File: src/rtl/dma_ctrl16.sv
// dma_ctrl16: memory-mapped block-copy DMA controller with CPU hold/busy bus handshake
module dma_ctrl16 #(
  parameter int ADDR_WIDTH = 16,
  parameter int RD_LATENCY = 1
) (
  input  logic                  clk,
  input  logic                  reset_n,
  input  logic                  reg_sel,
  input  logic [1:0]            reg_addr,
  input  logic                  reg_we,
  input  logic [ADDR_WIDTH-1:0] reg_wdata,
  output logic [ADDR_WIDTH-1:0] reg_rdata,
  output logic                  cpu_hold,
  input  logic                  cpu_busy,
  output logic                  bus_grant,
  output logic [ADDR_WIDTH-1:0] mem_addr,
  output logic [ADDR_WIDTH-1:0] mem_wdata,
  output logic                  mem_we,
  input  logic [ADDR_WIDTH-1:0] mem_rdata,
  output logic                  done_irq
);
  typedef enum logic [2:0] {IDLE, REQ, RD, WAIT, WR, REL} state_t;
  localparam logic [1:0] WAIT_LAST = 2'(RD_LATENCY - 1);
  state_t state, state_nx;
  logic [ADDR_WIDTH-1:0] src, dst, cnt, rd_val;
  logic ie, done, aborted, active, abort_pend;
  logic [1:0] wcnt;
  logic reg_wr, ctrl_wr, start_wr, abort_now, go;
  assign reg_wr    = reg_sel & reg_we;
  assign ctrl_wr   = reg_wr & (reg_addr == 2'd3);
  assign start_wr  = ctrl_wr & reg_wdata[0] & ~active;
  assign abort_now = abort_pend | (ctrl_wr & reg_wdata[1] & active);
  assign go        = start_wr & (cnt != '0);
  assign rd_val    = reg_addr == 2'd0 ? src :
                     reg_addr == 2'd1 ? dst :
                     reg_addr == 2'd2 ? cnt :
                     ADDR_WIDTH'({aborted, done, 5'd0, ie, 1'b0, active});
  assign cpu_hold  = state inside {REQ, RD, WAIT, WR};
  assign bus_grant = state inside {RD, WAIT, WR};
  assign mem_we    = state == WR;
  assign mem_addr  = state == WR ? dst : bus_grant ? src : '0;
  assign done_irq  = done & ie;
  // state register
  always_ff @(posedge clk) begin
    if (!reset_n) state <= IDLE;
    else state <= state_nx;
  end
  // next-state: an abort seen in REQ skips the copy, otherwise it takes effect after the word in flight
  always_comb begin
    state_nx = state;
    case (state)
      IDLE:    state_nx = go ? REQ : IDLE;
      REQ:     state_nx = abort_now ? REL : cpu_busy ? REQ : RD;
      RD:      state_nx = WAIT;
      WAIT:    state_nx = wcnt == WAIT_LAST ? WR : WAIT;
      WR:      state_nx = (cnt == ADDR_WIDTH'(1) || abort_now) ? REL : RD;
      REL:     state_nx = IDLE;
      default: state_nx = IDLE;
    endcase
  end
  // registers, transfer counters and read-data capture; REL's done-set is last so it beats a done-clear
  always_ff @(posedge clk) begin
    if (!reset_n) begin
      src        <= '0;
      dst        <= '0;
      cnt        <= '0;
      ie         <= 1'b0;
      done       <= 1'b0;
      aborted    <= 1'b0;
      active     <= 1'b0;
      abort_pend <= 1'b0;
      wcnt       <= '0;
      mem_wdata  <= '0;
      reg_rdata  <= '0;
    end else begin
      if (reg_wr && !active && reg_addr == 2'd0) src <= reg_wdata;
      if (reg_wr && !active && reg_addr == 2'd1) dst <= reg_wdata;
      if (reg_wr && !active && reg_addr == 2'd2) cnt <= reg_wdata;
      if (ctrl_wr) ie <= reg_wdata[2];
      if (ctrl_wr && reg_wdata[8]) done <= 1'b0;
      if (start_wr && !go) begin
        done    <= 1'b1;
        aborted <= 1'b0;
      end
      if (go) begin
        active     <= 1'b1;
        done       <= 1'b0;
        aborted    <= 1'b0;
        abort_pend <= 1'b0;
      end
      if (ctrl_wr && reg_wdata[1] && active) abort_pend <= 1'b1;
      if (state == RD) wcnt <= '0;
      if (state == WAIT) wcnt <= wcnt + 2'd1;
      if (state == WAIT && wcnt == WAIT_LAST) mem_wdata <= mem_rdata;
      if (state == WR) begin
        src <= src + 1'b1;
        dst <= dst + 1'b1;
        cnt <= cnt - 1'b1;
      end
      if (state == REL) begin
        done       <= 1'b1;
        aborted    <= abort_now;
        active     <= 1'b0;
        abort_pend <= 1'b0;
      end
      if (reg_sel) reg_rdata <= rd_val;
    end
  end
endmodule

File: config.mk
export PLATFORM = sky130hd
export DESIGN_NAME = dma_ctrl16
export DESIGN_NICKNAME = d
export VERILOG_FILES = /design/src/rtl/dma_ctrl16.sv
export SDC_FILE = /design/constraint.sdc
export NUM_CORES = 1
export LEC_CHECK = 0
export BUFFER_PORTS_ARGS = -buffer_cell sky130_fd_sc_hd__buf_2
export CAP_MARGIN = 10
export CORE_AREA = 2 2 104 106
export CTS_CLUSTER_SIZE = 16
export DETAILED_ROUTE_END_ITERATION = 8
export DIE_AREA = 0 0 106 108
export PLACE_DENSITY = 0.74
export SKIP_CTS_REPAIR_TIMING = 1
export SLEW_MARGIN = 20
export SYNTH_ARGS = -nofsm -noshare
export SYNTH_HDL_FRONTEND = slang
export SYNTH_SLANG_ARGS = --single-unit
File: constraint.sdc
create_clock -name clk -period 2.2 [get_ports clk]
set_clock_uncertainty 0.05 [all_clocks]
set_input_delay 0.44 -clock clk [delete_from_list [all_inputs] [get_ports clk]]
set_output_delay 0.44 -clock clk [all_outputs]
set_load 0.005 [all_outputs]
==> metrics.md, run 1 <==
| Metric | Value |
|---|---|
| Antenna diode count | `0` |
| Clk Latency, worst-skew pair | `0.39 ns` |
| Layout cells sized above 1 | `24.7%` |
| Cell variety after synth | `67` |
| Power density over the cells | `541 nW/µm²` |
| Area delta synth->final | `22.5%` |
| Hold Path Class | `in2reg` |
| Count of final hold-check violations | `0` |
| H-tree depth | `3` |
| Yosys top cell by area | `dfxtp_1` |
| Worst path cell trace | `or3b_4, clkinv_4, buf_12, a22o_1, buf_2` |
| Final Setup Violations | `0` |
| Final #Nets | `777` |
| Worst setup EP type | `primary output` |
| Data required time of the worst path | `1.71 ns` |
| Register area share after synthesis | `35.8%` |
| Total CTS buffers | `9` |
| Synth cell count leaders | `dfxtp_1 (90), nand2_1 (66), a21oi_1 (64)` |
| Register-to-Register Path Depth | `6` |
| Top Ports | `91` |
| Yosys top cell area share | `35.8%` |
| Initial core utilization | `49.2%` |
| Syn Area/Cell | `7.99 µm²` |
| CP Data Arrival Time | `1.70 ns` |
| Share of flip-flops with an asynchronous set or reset | `0%` |
| CTS tree | `done` |
| Fin. max-slew vios | `0` |
| Antenna violations before repair | `0` |
| Setup CP Type | `reg2out` |
| Global route overflow | `0` |
| Final WL | `16900 µm` |
| CP Launch Type | `register` |
| Power after layout | `3.33 mW` |
| Reg-to-Reg End | `done$_SDFFE_PN0P_` |
| Residual DRC | `0` |
| Vert. Die Dim | `108 µm` |
| Post-synth EDFFs | `0` |
| Final Core Density | `60.3%` |
| IO Port Bufs | `90` |
| Worst Path Max Fanout | `14` |
| Antenna-violating nets left | `0` |
| Yosys reg bits | `90` |
| Buf/Inv on CP | `3` |
| Max Cap Violations | `0` |
| CP startpoint | `state[0]$_SDFF_PN0_` |
| DR WL/cell | `19.3 µm` |
| Yosys warnings | `0` |
| Via count | `5513` |
| Worst path depth | `5` |
| Die area | `11400 µm²` |
| CTS sink count | `90` |
| Setup ws final | `0.0123 ns` |
| DR pass1 iterations | `6` |
| Core Box Area | `10200 µm²` |
| Top cells by area, synth | `dfxtp_1 (36%), a21oi_1 (6.4%), nand2_1 (4.9%)` |
| Status | `finished clean` |
| Most used DFF post-synth | `dfxtp_1` |
| Post-place setup slack | `0.103 ns` |
| Setup crit end | `mem_addr[4]` |
| Delay-heaviest family, CP | `simple AND/OR/NAND/NOR gates` |
| Cell area after synthesis | `5030 µm²` |
| Worst Tran Pin Value | `0.885 ns` |
| Die Span X | `106 µm` |
| Critical path's slowest cell | `or3b_4` |
| Tot GR Track Use | `29.7%` |
| Synth Instances | `630` |
| Most common cell in the netlist | `dfxtp_1` |
| FILL cells | `951` |
| Root Driver | `clkbuf_8` |
| Worst reg2reg path startpoint | `cnt[1]$_SDFFE_PN0P_` |
| Clock Tree Buf Depth | `2` |
| Largest net degree at the start of global routing | `35` |
| First-pass GRT wire length | `26500 µm` |
| Dpl hpwl | `12000 µm` |
| Unrepaired setup endpoints after global routing | `yes` |
| TNS Setup | `0 ns` |
| Max incr delay on CP | `0.43 ns` |
| Vias in the first global route | `5134` |
| Flop2flop setup slack | `0.07 ns` |
| Syn_nets | `675` |
| Routability Congestion | `0.927` |
| Worst-path clk slew | `0.09 ns` |
| Slew Limit Headroom | `40.9%` |
| Final min period | `2.19 ns` |
| Vias per Instance | `6.32` |
| Max Clk Rate | `0.457 GHz` |
| Leak | `2.50 nW` |
| Final Cycle Share | `99.4%` |
| Worst vdd ir | `363 µV` |
| FP Rows | `37` |
| Initial DRC Count | `577` |
## tightest hold or removal path, stage by stage
cell and delay, ns:
buf_2 0.09, nand2_1 0.04, a21oi_1 0.05
## worst min path at each step
stage | start | endpoint | slack, ns | depth (start not counted)
6_report | mem_rdata[8] | mem_wdata[8]$_SDFFE_PN0P_ | 0.23 | 3
5_1_grt | mem_rdata[3] | mem_wdata[3]$_SDFFE_PN0P_ | 0.23 | 3
2_1_floorplan | wcnt[1]$_SDFFE_PN0P_ | wcnt[1]$_SDFFE_PN0P_ | 0.38 | 2
3_5_place_dp | mem_wdata[0]$_SDFFE_PN0P_ | mem_wdata[0]$_SDFFE_PN0P_ | 0.40 | 2
4_1_cts | mem_rdata[2] | mem_wdata[2]$_SDFFE_PN0P_ | 0.22 | 3
3_3_place_gp | wcnt[1]$_SDFFE_PN0P_ | wcnt[1]$_SDFFE_PN0P_ | 0.39 | 2
## metrics by stage
| stage | cell area (µm²) | cells | hold slack [ns] |
|---|---|---|---|
| 3_5_place_dp | 5780 | 844 | 0.396 |
| 3_3_place_gp | 5780 | 844 | 0.389 |
| 6_report | 6160 | 873 | 0.229 |
| 5_1_grt | 6160 | 873 | 0.225 |
| 2_1_floorplan | 5030 | 630 | 0.382 |
| 4_1_cts | 6000 | 860 | 0.217 |
## registers in the layout, summed over array words and instances, names as in the netlist
name	count
dst	16
abort_pend	1
active	1
cnt	16
src	16
done	1
aborted	1
mem_wdata	16
wcnt	2
ie	1
reg_rdata	16
state	3
## power by group
part           internal [mW]  switching, mW
Combinational          0.149          0.212
Clock                  0.629          0.637
Sequential              1.66         0.0443
## metal layers
layer | vias up | share of wire, % | global-route usage [%]
li1 | 2571 | - | -
met1 | 2593 | 43 | 38.5
met2 | 291 | 44 | 47.0
met3 | 58 | 7.5 | 5.42
met4 | 0 | 4.6 | 16.9
met5 | - | 0 | 0
## logic make-up after synthesis
logic type | after synthesis | share of synthesized area (%)
AO/OA/AOI/OAI | 202 | 27.1
XOR/XNOR | 3 | 0.522
adder cells (fa/ha/maj) | 6 | 1.49
buffers and inverters | 62 | 4.92
flip-flops | 90 | 35.8
multiplexers | 24 | 5.79
AND/OR/NAND/NOR | 243 | 24.3
## placed cells by master (no fill, tap or decap), types with 5 or more instances in the layout
master	synthesis	final
ha_1	6	5
and2_1	7	5
clkbuf_8	0	12
buf_2	5	90
nor4_1	12	12
dfxtp_1	90	89
o211a_1	6	6
and3_1	5	5
nand2_1	66	66
buf_4	0	45
mux2i_1	19	19
nor2_1	55	55
o21ai_0	27	26
nand4_1	14	14
nor3_1	14	14
a31oi_1	11	11
a311oi_1	7	7
or3_1	8	8
nand3_1	26	26
inv_1	9	9
a21oi_1	64	64
a211oi_1	25	25
a22o_1	12	12
a2bb2oi_1	6	6
## cell type report
class,count,area [µm²],share of cell area (%)
multi-input cells,478,2990,48.6
repair buffers,142,930,15.1
inverters,11,46.3,0.751
clock inverters,4,56.3,0.913
clock buffers,12,165,2.68
well taps,136,170,2.76
flip-flops and latches,90,1800,29.2
No activity file was read; power rests on OpenSTA's default activity.
==> run 2, diff against run 1 <==
- ABC_AREA: default -> 1
- CORE_AREA: 2 2 104 106 -> 2 2 106 108
- DIE_AREA: 0 0 106 108 -> 0 0 108 110
==> metrics.md, run 2 <==
| Metric | Value |
|---|---|
| Dpl hpwl | `12300 µm` |
| Most common cell in the netlist | `nand2_1` |
| Unrepaired setup endpoints after global routing | `yes` |
| Max Cap Violations | `0` |
| Tot GR Track Use | `28.5%` |
| Most frequent cells in the layout | `nand2_1 (193), nor2_1 (121), o21ai_0 (100), inv_1 (97), buf_2 (90)` |
| IO Port Bufs | `90` |
| Final min period | `2.12 ns` |
| Antenna diode count | `0` |
| Power density over the cells | `565 nW/µm²` |
| Max Clk Rate | `0.472 GHz` |
| Vert. Die Dim | `110 µm` |
| Synth cell count leaders | `nand2_1 (193), nor2_1 (121), o21ai_0 (100)` |
| WL met3 | `1490 µm` |
| CP Launch Type | `register` |
| Clock Tree Buf Depth | `2` |
| Top Ports | `91` |
| FP Rows | `38` |
| Final #Nets | `977` |
| Status | `finished clean` |
| Layout cells sized above 1 | `15.2%` |
| Hold_sp | `mem_rdata[5]` |
| Area delta synth->final | `16.0%` |
| Leak | `2.74 nW` |
| TNS Setup | `0 ns` |
| Commonest non-fill, non-tap cell in the layout | `nand2_1` |
| Worst vdd ir | `305 µV` |
| Share of flip-flops with an asynchronous set or reset | `0%` |
| Cell area after synthesis | `5280 µm²` |
| Syn_nets | `895` |
| Largest net degree at the start of global routing | `54` |
| Worst reg2reg path startpoint | `dst[1]$_SDFFE_PN0P_` |
| Final WL | `16800 µm` |
| Setup CP Type | `reg2out` |
| Final hold slack | `0.233 ns` |
| DR WL/cell | `15.6 µm` |
| Yosys top cell by area | `dfxtp_1` |
| Clk Latency, worst-skew pair | `0.37 ns` |
| Slew Limit Headroom | `43.0%` |
| First-pass GRT wire length | `26300 µm` |
| Met2 WL | `7550 µm` |
| Top layer in use | `met4` |
| Total CTS buffers | `9` |
| Antenna-violating nets left | `0` |
| Fin. max-slew vios | `0` |
| Yosys warnings | `0` |
| Final Cycle Share | `96.3%` |
| Die area | `11900 µm²` |
| CTS sink count | `90` |
| Worst setup EP type | `primary output` |
| Core Box Area | `10700 µm²` |
| Final Setup Violations | `0` |
| Most used DFF post-synth | `dfxtp_1` |
| Post-synth EDFFs | `0` |
| Residual DRC | `0` |
| Worst Path Max Fanout | `15` |
| CTS tree | `done` |
| CP startpoint | `state[1]$_SDFF_PN0_` |
| Critical path's slowest cell | `dfxtp_2` |
| CP Data Arrival Time | `1.63 ns` |
| Global route overflow | `0` |
| Via count | `5988` |
| H-tree depth | `3` |
| Data required time of the worst path | `1.71 ns` |
| Register area share after synthesis | `34.1%` |
| Die Span X | `108 µm` |
| Synth Instances | `850` |
| M1 WL | `7250 µm` |
| Worst path cell trace | `inv_2, nor2_4, clkinvlp_4, buf_12, o22ai_1, buf_2` |
| Initial core utilization | `49.4%` |
| DR pass1 iterations | `5` |
| Root Driver | `clkbuf_8` |
| Antenna violations before repair | `0` |
| Syn Area/Cell | `6.22 µm²` |
| Count of final hold-check violations | `0` |
| Worst-path clk slew | `0.10 ns` |
| Yosys top cell area share | `34.1%` |
| Yosys reg bits | `90` |
| Routability Congestion | `0.926` |
| Initial DRC Count | `555` |
| Vias in the first global route | `5216` |
| Max incr delay on CP | `0.37 ns` |
| Top cells by area, synth | `dfxtp_1 (34%), nand2_1 (14%), o21ai_0 (9.5%)` |
| Worst Tran Pin Value | `0.851 ns` |
| Vias per Instance | `5.56` |
| Hold Path Class | `in2reg` |
| Cell variety after synth | `35` |
==> run 2: critical path, delay by kind of cell, from the launching register on <==
| family | cells | cell delay, ns |
|---|---|---|
| flip-flops | 1 | 0.37 |
| AO/OA/AOI/OAI | 1 | 0.19 |
| AND/OR/NAND/NOR | 1 | 0.18 |
| buffers and inverters | 4 | 0.53 |
==> run 2: logic make-up after synthesis <==
logic type,synth area share (%)
buffers and inverters,10.8
xor gates and xnor gates,0.332
adders and majority gates,1.42
and+or+nand+nor,30.8
DFF,34.1
AOI/OAI and AO/OA,22.5
==> run 2: cell type report <==
type	instances	area, µm²
Fill cell	1093	4570
Timing Repair Buffer	108	614
Clock inverter	6	97.6
Clock buffer	10	128
Tap cell	140	175
Sequential cell	90	1810
Inverter	104	394
Multi-Input combinational cell	619	2910
==> run 2: final timing paths <==
kind                                to  slack [ns]  depth (start not counted)
min reg2reg       aborted$_SDFFE_PN0P_        0.42                          2
max reg2reg       dst[11]$_SDFFE_PN0P_        0.39                          7
min          mem_wdata[5]$_SDFFE_PN0P_        0.23                          3
max                       mem_addr[13]        0.08                          6
==> run 2: power breakdown <==
part / switching, mW / internal, mW
Sequential: 0.0537 / 1.67
Clock: 0.658 / 0.657
Combinational: 0.270 / 0.148
==> run 2: layer usage <==
| layer | track usage [%] | vias up |
|---|---|---|
| met1 | 38.9 | 2688 |
| met2 | 45.4 | 305 |
| met5 | 0 | - |
| li1 | - | 2960 |
| met3 | 4.82 | 35 |
| met4 | 10.5 | 0 |
==> run 2: through the flow <==
step / cell area [µm²] / cells / utilization (%) / setup slack, ns / power, mW
after detailed placement: 5870 / 1060 / 54.9 / 0.207 / 2.17
final: 6130 / 1077 / 57.3 / 0.0806 / 3.46
after floorplan: 5280 / 850 / - / 0.516 / 2.01
after CTS: 6100 / 1076 / 57.0 / -0.00768 / 3.45
after global routing: 6130 / 1077 / 57.3 / -0.0415 / 3.59
after global placement: 5870 / 1060 / 54.9 / 0.228 / 2.17
==> run 3, diff against run 2 <==
--- a/constraint.sdc
+++ b/constraint.sdc
@@ -4,2 +4,2 @@
 set_output_delay 0.44 -clock clk [all_outputs]
-set_load 0.005 [all_outputs]
+set_load 0.01 [all_outputs]
==> metrics.md, run 3 (synthesized netlist as in run 2, its figures left out) <==
| Metric | Value |
|---|---|
| IO Port Bufs | `90` |
| Worst vdd ir | `506 µV` |
| Met2 WL | `7830 µm` |
| FP Rows | `38` |
| Register share of total power | `51.4%` |
| Power after layout | `3.36 mW` |
| Tot GR Track Use | `29.2%` |
| Worst Path Max Fanout | `17` |
| Leak | `2.76 nW` |
| CP Data Arrival Time | `1.63 ns` |
| Sw power | `0.998 mW` |
| Fin cells | `1081` |
| Worst Tran Pin Value | `0.882 ns` |
| Data required time of the worst path | `1.71 ns` |
| Power density over the cells | `543 nW/µm²` |
| Total CTS buffers | `9` |
| Die Span X | `108 µm` |
| Status | `finished clean` |
| Antenna violations before repair | `0` |
| Via count | `6020` |
| Final Setup Violations | `0` |
| Initial core utilization | `49.4%` |
| Unrepaired setup endpoints after global routing | `no` |
| Slew Limit Headroom | `41.0%` |
| Commonest non-fill, non-tap cell in the layout | `nand2_1` |
| Final Cycle Share | `96.2%` |
| Internal | `2.36 mW` |
| Dpl hpwl | `12500 µm` |
| Clock Tree Buf Depth | `2` |
| DP Area | `5900 µm²` |
| Antenna-violating nets left | `0` |
| Final Core Density | `57.8%` |
| Residual DRC | `0` |
| Final min period | `2.12 ns` |
| Clock network power share | `35.8%` |
| Count of final hold-check violations | `0` |
| M1 WL | `7160 µm` |
| Die area | `11900 µm²` |
| Vias per Instance | `5.57` |
| Final #Nets | `981` |
| Final instance area | `6180 µm²` |
| Initial DRC Count | `576` |
| Vert. Die Dim | `110 µm` |
| H-tree depth | `3` |
| Core Box Area | `10700 µm²` |
| CTS tree | `done` |
| Hold Path Class | `in2reg` |
| TNS Setup | `0 ns` |
| Top layer in use | `met4` |
| Final WL | `17100 µm` |
| Routability Congestion | `0.950` |
| Setup CP Type | `reg2out` |
| Antenna diode count | `0` |
| Worst-path clk slew | `0.09 ns` |
| CTS sink count | `90` |
| Fin. max-slew vios | `0` |
| WL met3 | `1520 µm` |
| DR pass1 iterations | `5` |
| DR WL/cell | `15.8 µm` |
| Placed Instances | `1062` |
| Max Cap Violations | `0` |
| Clk Latency, worst-skew pair | `0.38 ns` |
| CP Launch Type | `register` |
| Most frequent cells in the layout | `nand2_1 (193), nor2_1 (121), o21ai_0 (99), inv_1 (97), buf_2 (90)` |
| Largest net degree at the start of global routing | `37` |
| Top Ports | `91` |
| Max Clk Rate | `0.472 GHz` |
| FILL cells | `1104` |
| Sw Share | `29.7%` |
| Area delta synth->final | `17.0%` |
| Worst setup EP type | `primary output` |
| First-pass GRT wire length | `27000 µm` |
| Layout cells sized above 1 | `15.6%` |
| Vias in the first global route | `5388` |
| Combinational group share of total power | `12.8%` |
| Global route overflow | `0` |
| Root Driver | `clkbuf_8` |
[run 3: cell count changes in the layout (fill, tap and decap cells not counted), sizes merged]
cell | previous run | this run
bufinv | 2 | 1
clkinvlp | 1 | 3
clkinv | 3 | 4
inv | 104 | 103
buf | 108 | 111
[run 3: final timing paths]
| kind | start | to | slack (ns) | depth (start not counted) |
|---|---|---|---|---|
| setup / recovery | state[1]$_SDFF_PN0_ | mem_addr[8] | 0.08 | 7 |
| hold / removal | mem_rdata[2] | mem_wdata[2]$_SDFFE_PN0P_ | 0.23 | 3 |
| setup reg to reg | state[1]$_SDFF_PN0_ | src[3]$_SDFFE_PN0P_ | 0.34 | 7 |
| hold reg to reg | wcnt[1]$_SDFFE_PN0P_ | wcnt[1]$_SDFFE_PN0P_ | 0.42 | 2 |
[run 3: layout make-up]
cell class	count	area (µm²)	share of cell area [%]
Inverter	104	402	6.50
Sequential cell	90	1810	29.2
Clock buffer	9	124	2.00
Clock inverter	7	78.8	1.28
Timing Repair Buffer	112	674	10.9
Tap cell	140	175	2.83
Multi-Input combinational cell	619	2920	47.2
[run 3: metrics by stage]
stage | hold slack [ns] | worst slack [ns]
CTS | 0.216 | -0.114
floorplan | 0.394 | 0.470
global route | 0.234 | 0.00907
global placement | 0.405 | 0.240
detailed placement | 0.409 | 0.180
finish | 0.226 | 0.0825
[run 3: power by group through the flow]
stage | Clock (mW) | Combinational, mW | Sequential, mW
floorplan | 0 | 0.264 | 1.75
global placement | 0 | 0.416 | 1.76
detailed placement | 0 | 0.420 | 1.76
CTS | 1.21 | 0.422 | 1.73
global route | 1.29 | 0.484 | 1.73
finish | 1.20 | 0.431 | 1.73
[run 3: critical path, cell delays in order, from the launching register on]
cell and delay (ns):
dfxtp_2 0.35, inv_2 0.10, nand3_4 0.14, inv_8 0.13, buf_12 0.16, nand2_1 0.09, o21ai_1 0.12, buf_2 0.16
[run 3: routing by layer]
| layer | global-route usage (%) | vias up |
|---|---|---|
| met4 | 11.8 | 0 |
| met5 | 0 | - |
| met1 | 38.6 | 2672 |
| met3 | 5.35 | 44 |
| li1 | - | 2971 |
| met2 | 47.4 | 333 |
